<file path="src/rtl/eth_frame_writer_pkg.sv">
// rtl/eth_frame_writer_pkg.sv - shared types and widths for the ethernet frame writer
package eth_frame_writer_pkg;

  localparam int ETH_MAC_W  = 48;
  localparam int ETH_TYPE_W = 16;

  typedef enum logic [2:0] {
    IDLE,
    WAIT_TX,
    HDR,
    PAYLOAD,
    DONE
  } state_t;

endpackage

</file>
<file path="src/rtl/sync_fifo.sv">
// rtl/sync_fifo.sv - synchronous FIFO with occupancy count, pointers wrap at DEPTH
module sync_fifo #(
  parameter int WIDTH = 8,
  parameter int DEPTH = 16
) (
  input  logic                       clk,
  input  logic                       rst,
  input  logic                       push,
  input  logic [WIDTH-1:0]           push_data,
  input  logic                       pop,
  output logic [WIDTH-1:0]           pop_data,
  output logic                       full,
  output logic                       empty,
  output logic [$clog2(DEPTH+1)-1:0] count
);

  localparam int AW = $clog2(DEPTH);
  localparam int CW = $clog2(DEPTH + 1);

  logic [WIDTH-1:0] mem [DEPTH];
  logic [AW-1:0]    wr_ptr;
  logic [AW-1:0]    rd_ptr;
  logic [CW-1:0]    count_q;
  logic             do_push;
  logic             do_pop;

  // A full FIFO refuses a push even when a pop frees a slot the same cycle
  assign do_push  = push && !full;
  assign do_pop   = pop && !empty;
  assign full     = (count_q == CW'(DEPTH));
  assign empty    = (count_q == '0);
  assign count    = count_q;
  assign pop_data = mem[rd_ptr];

  // Storage array, no reset needed since reads are gated by empty
  always_ff @(posedge clk) begin
    if (do_push) begin
      mem[wr_ptr] <= push_data;
    end
  end

  // Pointers and occupancy; power-of-two depth makes pointer wrap free
  always_ff @(posedge clk) begin
    if (rst) begin
      wr_ptr  <= '0;
      rd_ptr  <= '0;
      count_q <= '0;
    end else begin
      if (do_push) begin
        wr_ptr <= wr_ptr + AW'(1);
      end
      if (do_pop) begin
        rd_ptr <= rd_ptr + AW'(1);
      end
      if (do_push && !do_pop) begin
        count_q <= count_q + CW'(1);
      end else if (do_pop && !do_push) begin
        count_q <= count_q - CW'(1);
      end
    end
  end

endmodule

</file>
<file path="src/rtl/eth_frame_writer.sv">
// rtl/eth_frame_writer.sv - buffers payload beats and emits header plus payload stream per frame
module eth_frame_writer
  import eth_frame_writer_pkg::*;
#(
  parameter int DATA_W     = 8,
  parameter int FIFO_DEPTH = 16,
  parameter int LEN_W      = 16
) (
  input  logic                  clk,
  input  logic                  rst,
  input  logic                  start,
  input  logic [LEN_W-1:0]      len,
  input  logic [ETH_MAC_W-1:0]  dest_mac,
  input  logic [ETH_MAC_W-1:0]  src_mac,
  input  logic [ETH_TYPE_W-1:0] eth_type,
  input  logic [DATA_W-1:0]     in_data,
  input  logic                  in_valid,
  output logic                  in_ready,
  input  logic                  tx_busy,
  input  logic                  s_eth_hdr_ready,
  input  logic                  s_eth_payload_axis_tready,
  output logic                  s_eth_hdr_valid,
  output logic [ETH_MAC_W-1:0]  s_eth_dest_mac,
  output logic [ETH_MAC_W-1:0]  s_eth_src_mac,
  output logic [ETH_TYPE_W-1:0] s_eth_type,
  output logic [DATA_W-1:0]     s_eth_payload_axis_tdata,
  output logic                  s_eth_payload_axis_tvalid,
  output logic                  s_eth_payload_axis_tlast,
  output logic                  s_eth_payload_axis_tuser,
  output logic                  busy,
  output logic                  valid,
  output logic                  err
);

  state_t                            state_q;
  state_t                            state_d;
  logic [LEN_W-1:0]                  len_q;
  logic [ETH_MAC_W-1:0]              dest_q;
  logic [ETH_MAC_W-1:0]              src_q;
  logic [ETH_TYPE_W-1:0]             type_q;
  logic [LEN_W-1:0]                  beat_cnt;
  logic                              err_q;
  logic [DATA_W-1:0]                 fifo_head;
  logic                              fifo_full;
  logic                              fifo_empty;
  logic [$clog2(FIFO_DEPTH+1)-1:0]   unused_fifo_count;
  logic                              fifo_pop;
  logic                              is_last;
  logic                              frame_req;

  // in_ready comes only from the registered occupancy, never from tready
  assign in_ready  = !fifo_full;
  assign frame_req = (state_q == IDLE) && start;
  assign is_last   = (beat_cnt == len_q - LEN_W'(1));
  assign fifo_pop  = (state_q == PAYLOAD) && !fifo_empty && s_eth_payload_axis_tready;
  assign err       = err_q;
  assign s_eth_payload_axis_tuser = 1'b0;

  sync_fifo #(
    .WIDTH(DATA_W),
    .DEPTH(FIFO_DEPTH)
  ) u_fifo (
    .clk      (clk),
    .rst      (rst),
    .push     (in_valid && in_ready),
    .push_data(in_data),
    .pop      (fifo_pop),
    .pop_data (fifo_head),
    .full     (fifo_full),
    .empty    (fifo_empty),
    .count    (unused_fifo_count)
  );

  // State register
  always_ff @(posedge clk) begin
    if (rst) begin
      state_q <= IDLE;
    end else begin
      state_q <= state_d;
    end
  end

  // Next-state and output decode; outputs are zero outside their owning state
  always_comb begin
    state_d                   = state_q;
    busy                      = (state_q != IDLE);
    valid                     = 1'b0;
    s_eth_hdr_valid           = 1'b0;
    s_eth_dest_mac            = '0;
    s_eth_src_mac             = '0;
    s_eth_type                = '0;
    s_eth_payload_axis_tvalid = 1'b0;
    s_eth_payload_axis_tdata  = '0;
    s_eth_payload_axis_tlast  = 1'b0;
    case (state_q)
      IDLE: begin
        if (start && len != '0) begin
          state_d = WAIT_TX;
        end
      end
      WAIT_TX: begin
        if (!tx_busy) begin
          state_d = HDR;
        end
      end
      HDR: begin
        s_eth_hdr_valid = 1'b1;
        s_eth_dest_mac  = dest_q;
        s_eth_src_mac   = src_q;
        s_eth_type      = type_q;
        if (s_eth_hdr_ready) begin
          state_d = PAYLOAD;
        end
      end
      PAYLOAD: begin
        if (!fifo_empty) begin
          s_eth_payload_axis_tvalid = 1'b1;
          s_eth_payload_axis_tdata  = fifo_head;
          s_eth_payload_axis_tlast  = is_last;
        end
        if (fifo_pop && is_last) begin
          state_d = DONE;
        end
      end
      DONE: begin
        valid   = 1'b1;
        state_d = IDLE;
      end
      default: state_d = IDLE;
    endcase
  end

  // Frame parameters, beat counter and the zero-length reject pulse
  always_ff @(posedge clk) begin
    if (rst) begin
      len_q    <= '0;
      dest_q   <= '0;
      src_q    <= '0;
      type_q   <= '0;
      beat_cnt <= '0;
      err_q    <= 1'b0;
    end else begin
      err_q <= frame_req && (len == '0);
      if (frame_req && len != '0) begin
        len_q  <= len;
        dest_q <= dest_mac;
        src_q  <= src_mac;
        type_q <= eth_type;
      end
      if (state_q == WAIT_TX) begin
        beat_cnt <= '0;
      end else if (fifo_pop) begin
        beat_cnt <= beat_cnt + LEN_W'(1);
      end
    end
  end

endmodule

</file>
<file path="config.mk">
export PLATFORM = sky130hd
export DESIGN_NAME = eth_frame_writer
export DESIGN_NICKNAME = d
export VERILOG_FILES = /design/src/rtl/eth_frame_writer_pkg.sv /design/src/rtl/sync_fifo.sv /design/src/rtl/eth_frame_writer.sv
export SDC_FILE = /design/constraint.sdc
export NUM_CORES = 1
export LEC_CHECK = 0
export CORE_MARGIN = 1.5
export CORE_UTILIZATION = 33
export CTS_CLUSTER_SIZE = 10
export DETAILED_ROUTE_END_ITERATION = 10
export PLACE_DENSITY = 0.67
export SLEW_MARGIN = 20
export SYNTH_ARGS = -nofsm -noshare
export SYNTH_HDL_FRONTEND = slang
export SYNTH_HIERARCHICAL = 1
export SYNTH_SLANG_ARGS = --single-unit
</file>
<file path="constraint.sdc">
create_clock -name clk -period 3.22 [get_ports clk]
set_input_delay 0.322 -clock clk [delete_from_list [all_inputs] [get_ports clk]]
set_output_delay 0.322 -clock clk [all_outputs]
set_load 0.1 [all_outputs]
</file>
Word-level counts from Yosys, hierarchy flattened
Memory sizes are Yosys's and may differ from the RTL's. A register that Yosys moved wholly into a read port is not among the register bits.
Index checks and enable logic that the tools add are counted.

word-level totals
  bits in registers = 161
  latch bits = 0
  bits in writable memories = 128
  ROM bits = 0
  output and inout port bits = 128
  memories = 1

memories
  name        words  width  rd ports  clocked after memory_dff  wr ports  line             text
  u_fifo.mem  16     8      1         1                         1         sync_fifo.sv:20  logic [WIDTH-1:0] mem [DEPTH];

operators by class
  $add $sub $neg = 6
  multiply operators = 0
  div/mod/pow operators = 0
  order comparisons = 0
  equal/unequal tests = 10
  shift operators = 0
  multiplexer cells = 22
  bitwise operators = 0
  reductions and logical operators = 24

operators with widths
  kind                                                 number
  2-to-1 mux 48 bit                                    2
  adder 16 x 1 -> 16 bit (second input constant)       1
  == test 16 bit                                       1
  zero test 16 bit                                     1
  2-to-1 mux 16 bit                                    1
  2-to-1 mux 8 bit                                     2
  nonzero test 16 bit                                  1
  subtractor 16 x 1 -> 16 bit (second input constant)  1
  logical AND 1 bit                                    12
  2-to-1 mux 3 bit                                     4
  one-hot mux 3 bit (4 select lines)                   1
  2-to-1 mux 5 bit                                     2
  adder 4 x 1 -> 4 bit (second input constant)         2
  2-to-1 mux 1 bit                                     8
  2-to-1 mux 4 bit                                     2
  == test 3 x 2 -> 1 bit (second input constant)       2
  adder 5 x 1 -> 5 bit (second input constant)         1
  == test 5 bit (second input constant)                1
  zero test 5 bit                                      1
  subtractor 5 x 1 -> 5 bit (second input constant)    1
  zero test 1 bit                                      4
  != test 2 x 1 -> 1 bit (second input constant)       2
  != test 2 bit (second input constant)                2
  AND reduction 4 bit                                  1
  6 further kinds                                      6

Logic depth before layout (Yosys ltp)
  depth in word-level cells = 8
  depth in mapped cells = 14
  depth with buffers taken out = 12

Hierarchy
Netlist, hierarchy kept.

by module, submodules not included
  module            times used  cells each  area each (sq um)
  eth_frame_writer  1           885         6665.1
  sync_fifo         1           309         5715.5

Worst setup path after synthesis
No wires, ideal clock.

  path type = register -> output
  start = reg u_fifo.count_q[0], in the netlist u_fifo/count[0]
  end = out s_eth_payload_axis_tlast
  arrival = 5.206 ns
  path slack = -2.308 ns
  stages on the path, launching flop included = 7
  path through = dfxtp_1 > or4_1 > buf_2 > nor2_1 > nor4bb_1 > clkbuf_1 > nor4b_1

on the way
  longest elaborated chain between the ends = 3

RTL lines
  what                    line                     text
  start, declared         sync_fifo.sv:23          logic [CW-1:0] count_q;
  start signal, assigned  sync_fifo.sv:56          count_q <= count_q + CW'(1);
  start signal, assigned  sync_fifo.sv:58          count_q <= count_q - CW'(1);
  zero test 5 bit         sync_fifo.sv:31          assign empty = (count_q == '0);
  via fifo_empty          eth_frame_writer.sv:45   logic fifo_empty;
  2-to-1 mux 1 bit        eth_frame_writer.sv:116  if (!fifo_empty) begin
  2-to-1 mux 1 bit        eth_frame_writer.sv:95   case (state_q)
  end, declared           eth_frame_writer.sv:28   output logic s_eth_payload_axis_tlast,

The timed path passes the listed nets, and every way through them passes these cells.

Worst setup path in the final report
  start = reg len_q[0]
  end = out s_eth_payload_axis_tlast

on the way
  longest elaborated chain between the ends = 4

RTL lines
  what                         line                     text
  start, declared              eth_frame_writer.sv:37   logic [LEN_W-1:0] len_q;
  start signal, assigned       eth_frame_writer.sv:145  len_q <= len;
  subtractor 16 x 1 -> 16 bit  eth_frame_writer.sv:54   assign is_last = (beat_cnt == len_q - LEN_W'(1));
  == test 16 bit               eth_frame_writer.sv:54
  2-to-1 mux 1 bit             eth_frame_writer.sv:116
  2-to-1 mux 1 bit             eth_frame_writer.sv:95

No other way between the ends.

==> results.yml <==
routing:
  vias: 9463
  antenna_left: 0
  wl_per_cell_um: 17.6
  vias_per_cell: 4.87
  wirelength_mm: 34.2
  drtPass1Iterations: 5
  drc: 0
  drt_iter0_markers: 494
floorplanning:
  io_pins: 271
  start_util_pct: 33.7
  core_area_um2: 36800
  num_rows: 70
  die-area_um2: 38700
  die_x_um: 197
  die_h_um: 197
clock_tree:
  cts_tree: "done"
  cts_buffers: 37
  clkLatencyLatePin_ps: 530
  ctsHoldBuffers: 0
  cts.sinks: 293
  clk_pin_slew_ps: 60
  cts.root.buffer_cell: "clkbuf_16"
  h-tree-depth: 2
  cts_max_path_buffers: 3
logic_synthesis:
  synth.distinct_cells: 58
  ys.flop_type: "dfxtp_1"
  syn_area_per_cell_um2: 10.4
  synth_area_um2: 12400
  synth-edff-count: 128
  synth_cells: 1194
  yosysTopAreaCellShare_pct: 31.0
  yosysWarnings: 6
  async_flop_share_pct: 0
  synth_fp_nets: 1349
  ys_ff_latch: 293
  synth_top_cell_by_area: "edfxtp_1"
  synth_common_cells: "nand2_1, dfxtp_1, a21oi_1"
  synth.area.top_cells: "edfxtp_1, dfxtp_1, nand2_1"
  yosys.cell_count.top_type: "nand2_1"
  synth.yosys.seq_area_share_pct: 57.7
place:
  dp_hpwl_mm: 24.0
  place_congestion: 0.814
  dp.cells: 1876
  preCtsSetupSlack_ps: 84.0
  io_buffers: 269
global_routing:
  antenna_found_initial: 10
  grt_max_degree: 114
  grt.overflow.total: 0
  grt_pass1_vias: 9481
  grt_pass1_wl_mm: 52.5
  track_usage_pct: 17.6
power:
  powerDensity_nw_per_um2: 576
  power_leakage_nw: 6.39
  irDropWorstVdd_mv: 0.463
timing:
  worst_slew_pin_slew_ps: 654
  finalSetupViolCount: 1
  hold_viol_final: 0
  fmax_mhz: 298
  slew_headroom_pct: 56.3
  maxSlewViolCount: 0
  setup_ws_ps: -138
  whs_ps: 198
  final.min_clock_period_ps: 3360
  rsz0062_at_grt: "yes"
  finClkSkew_ps: 25.7
  fin_crit_sh_pct: 104
worst_hold_path:
  min-delay-start: "rst"
  hold_class: "input pin to flip-flop"
setup_path:
  crit_arrival_ps: 3040
  critPathKind: "flip-flop to output port"
  r2r-start: "u_fifo/count[0]"
  crit_fanout: 3
  critPathLaunchType: "flip-flop"
  required_ps: 2900
  endpoint_kind: "output port"
  startpoint: "len_q[0]"
finish:
  finalNonFillerCells: 1944
  drive_gt1_share_pct: 18.7
  syn2layout_area_growth_pct: 39.0
  final_nets: 1606
outcome:
  status: "complete, but fails checks"
  violations: "setup timing"
flow_run:
  max_cap_viol_count: 0
==> where the power goes <==
group	switching [mW]	leakage, nW	internal, mW	total, mW
combinational	1.11	3.34	0.720	1.83
sequential	0.152	2.51	4.15	4.30
clock	1.50	0.537	2.28	3.78
==> state kept, by name, indices dropped and copies added, names as in the netlist, named ones only <==
| name | cells |
|---|---|
| dest_q | 48 |
| u_fifo/count | 5 |
| type_q | 16 |
| err | 1 |
| state_q | 3 |
| beat_cnt | 16 |
| u_fifo/rd_ptr | 4 |
| len_q | 16 |
| u_fifo/wr_ptr | 4 |
| src_q | 48 |
| u_fifo/mem | 128 |
==> layer usage <==
layer  part of all wire, %  wire (µm)  GRT usage (%)  up-vias
met3                    11       3640           7.58       58
met5                 0.091         31              0        -
met1                    38      13000           19.9     4506
met4                   2.8        943           7.24        4
li1                      -          -              -     4601
met2                    49      16600           29.2      294
==> logic make-up after synthesis <==
family,Yosys count,synth area share (%)
and+or+nand+nor,536,20.7
xor gates and xnor gates,40,2.83
AOI/OAI and AO/OA,179,8.05
DFF,293,57.7
adders and majority gates,12,1.27
buffers and inverters,95,3.11
other,1,0.0303
muxes,38,6.32
==> timing repair <==
action / in CTS / in global routing
pin swaps: 4 / 0
buffers inserted: 4 / 0
resized for setup: 4 / 7
endpoints found under the setup margin: 1 / 3
gates cloned: 0 / 0
==> through the flow <==
step / power [mW] / TNS [ps] / cell area [µm²] / utilization [%]
finish: 9.91 / -138 / 17200 / 46.8
global route: 10.4 / -225 / 17200 / 46.8
CTS: 10.0 / -209 / 17200 / 46.7
detailed placement: 6.18 / 0 / 16000 / 43.6
global placement: 6.12 / 0 / 16000 / 43.6
floorplan: 5.53 / -58.9 / 12400 / -
==> critical path, stage by stage, from the launching register on <==
cell and delay [ps]:
dfxtp_4 350, inv_4 50, ha_4 120, or4b_4 490, nor2_4 120, mux2i_1 190
o2bb2ai_1 80, or4_4 560, nor4b_4 320, buf_12 220
==> worst paths after layout <==
| path | cells after the start | endpoint | slack (ps) |
|---|---|---|---|
| max | 9 | s_eth_payload_axis_tlast | -140 |
| min | 2 | u_fifo/rd_ptr[0] | 200 |
| max reg2reg | 12 | u_fifo/count[4] | 210 |
| min reg2reg | 2 | dest_q[1] | 450 |
==> final cells by class <==
type,count,area [µm²]
inverters,9,36.3
flip-flops and latches,293,7160
clock inverters,4,31.3
multi-input cells,806,4940
repair buffers,304,3370
clock buffers,52,1060
fillers,3419,19600
well taps,468,586
diodes,8,20.0
==> placed cells by master (no fill, tap or decap), types with 3 or more instances in the layout <==
master,count
and2_1,123
ha_1,9
nor4_1,8
nand3_1,8
nand2_1,276
inv_1,6
a21oi_1,138
diode_2,8
clkbuf_16,39
nor2b_1,4
xnor2_1,17
o211ai_1,3
nor3_1,13
nand4_1,7
o21ai_0,3
clkbuf_8,4
clkdlybuf4s50_1,141
clkbuf_1,9
xor2_1,23
buf_4,104
mux4_2,32
a22oi_1,17
nand2b_1,3
and3_1,9
or4_4,4
dfxtp_1,160
nor2_1,56
dfxtp_2,4
and4_1,3
mux2i_1,5
buf_12,59
edfxtp_1,128
No activity file was read; power rests on OpenSTA's default activity.
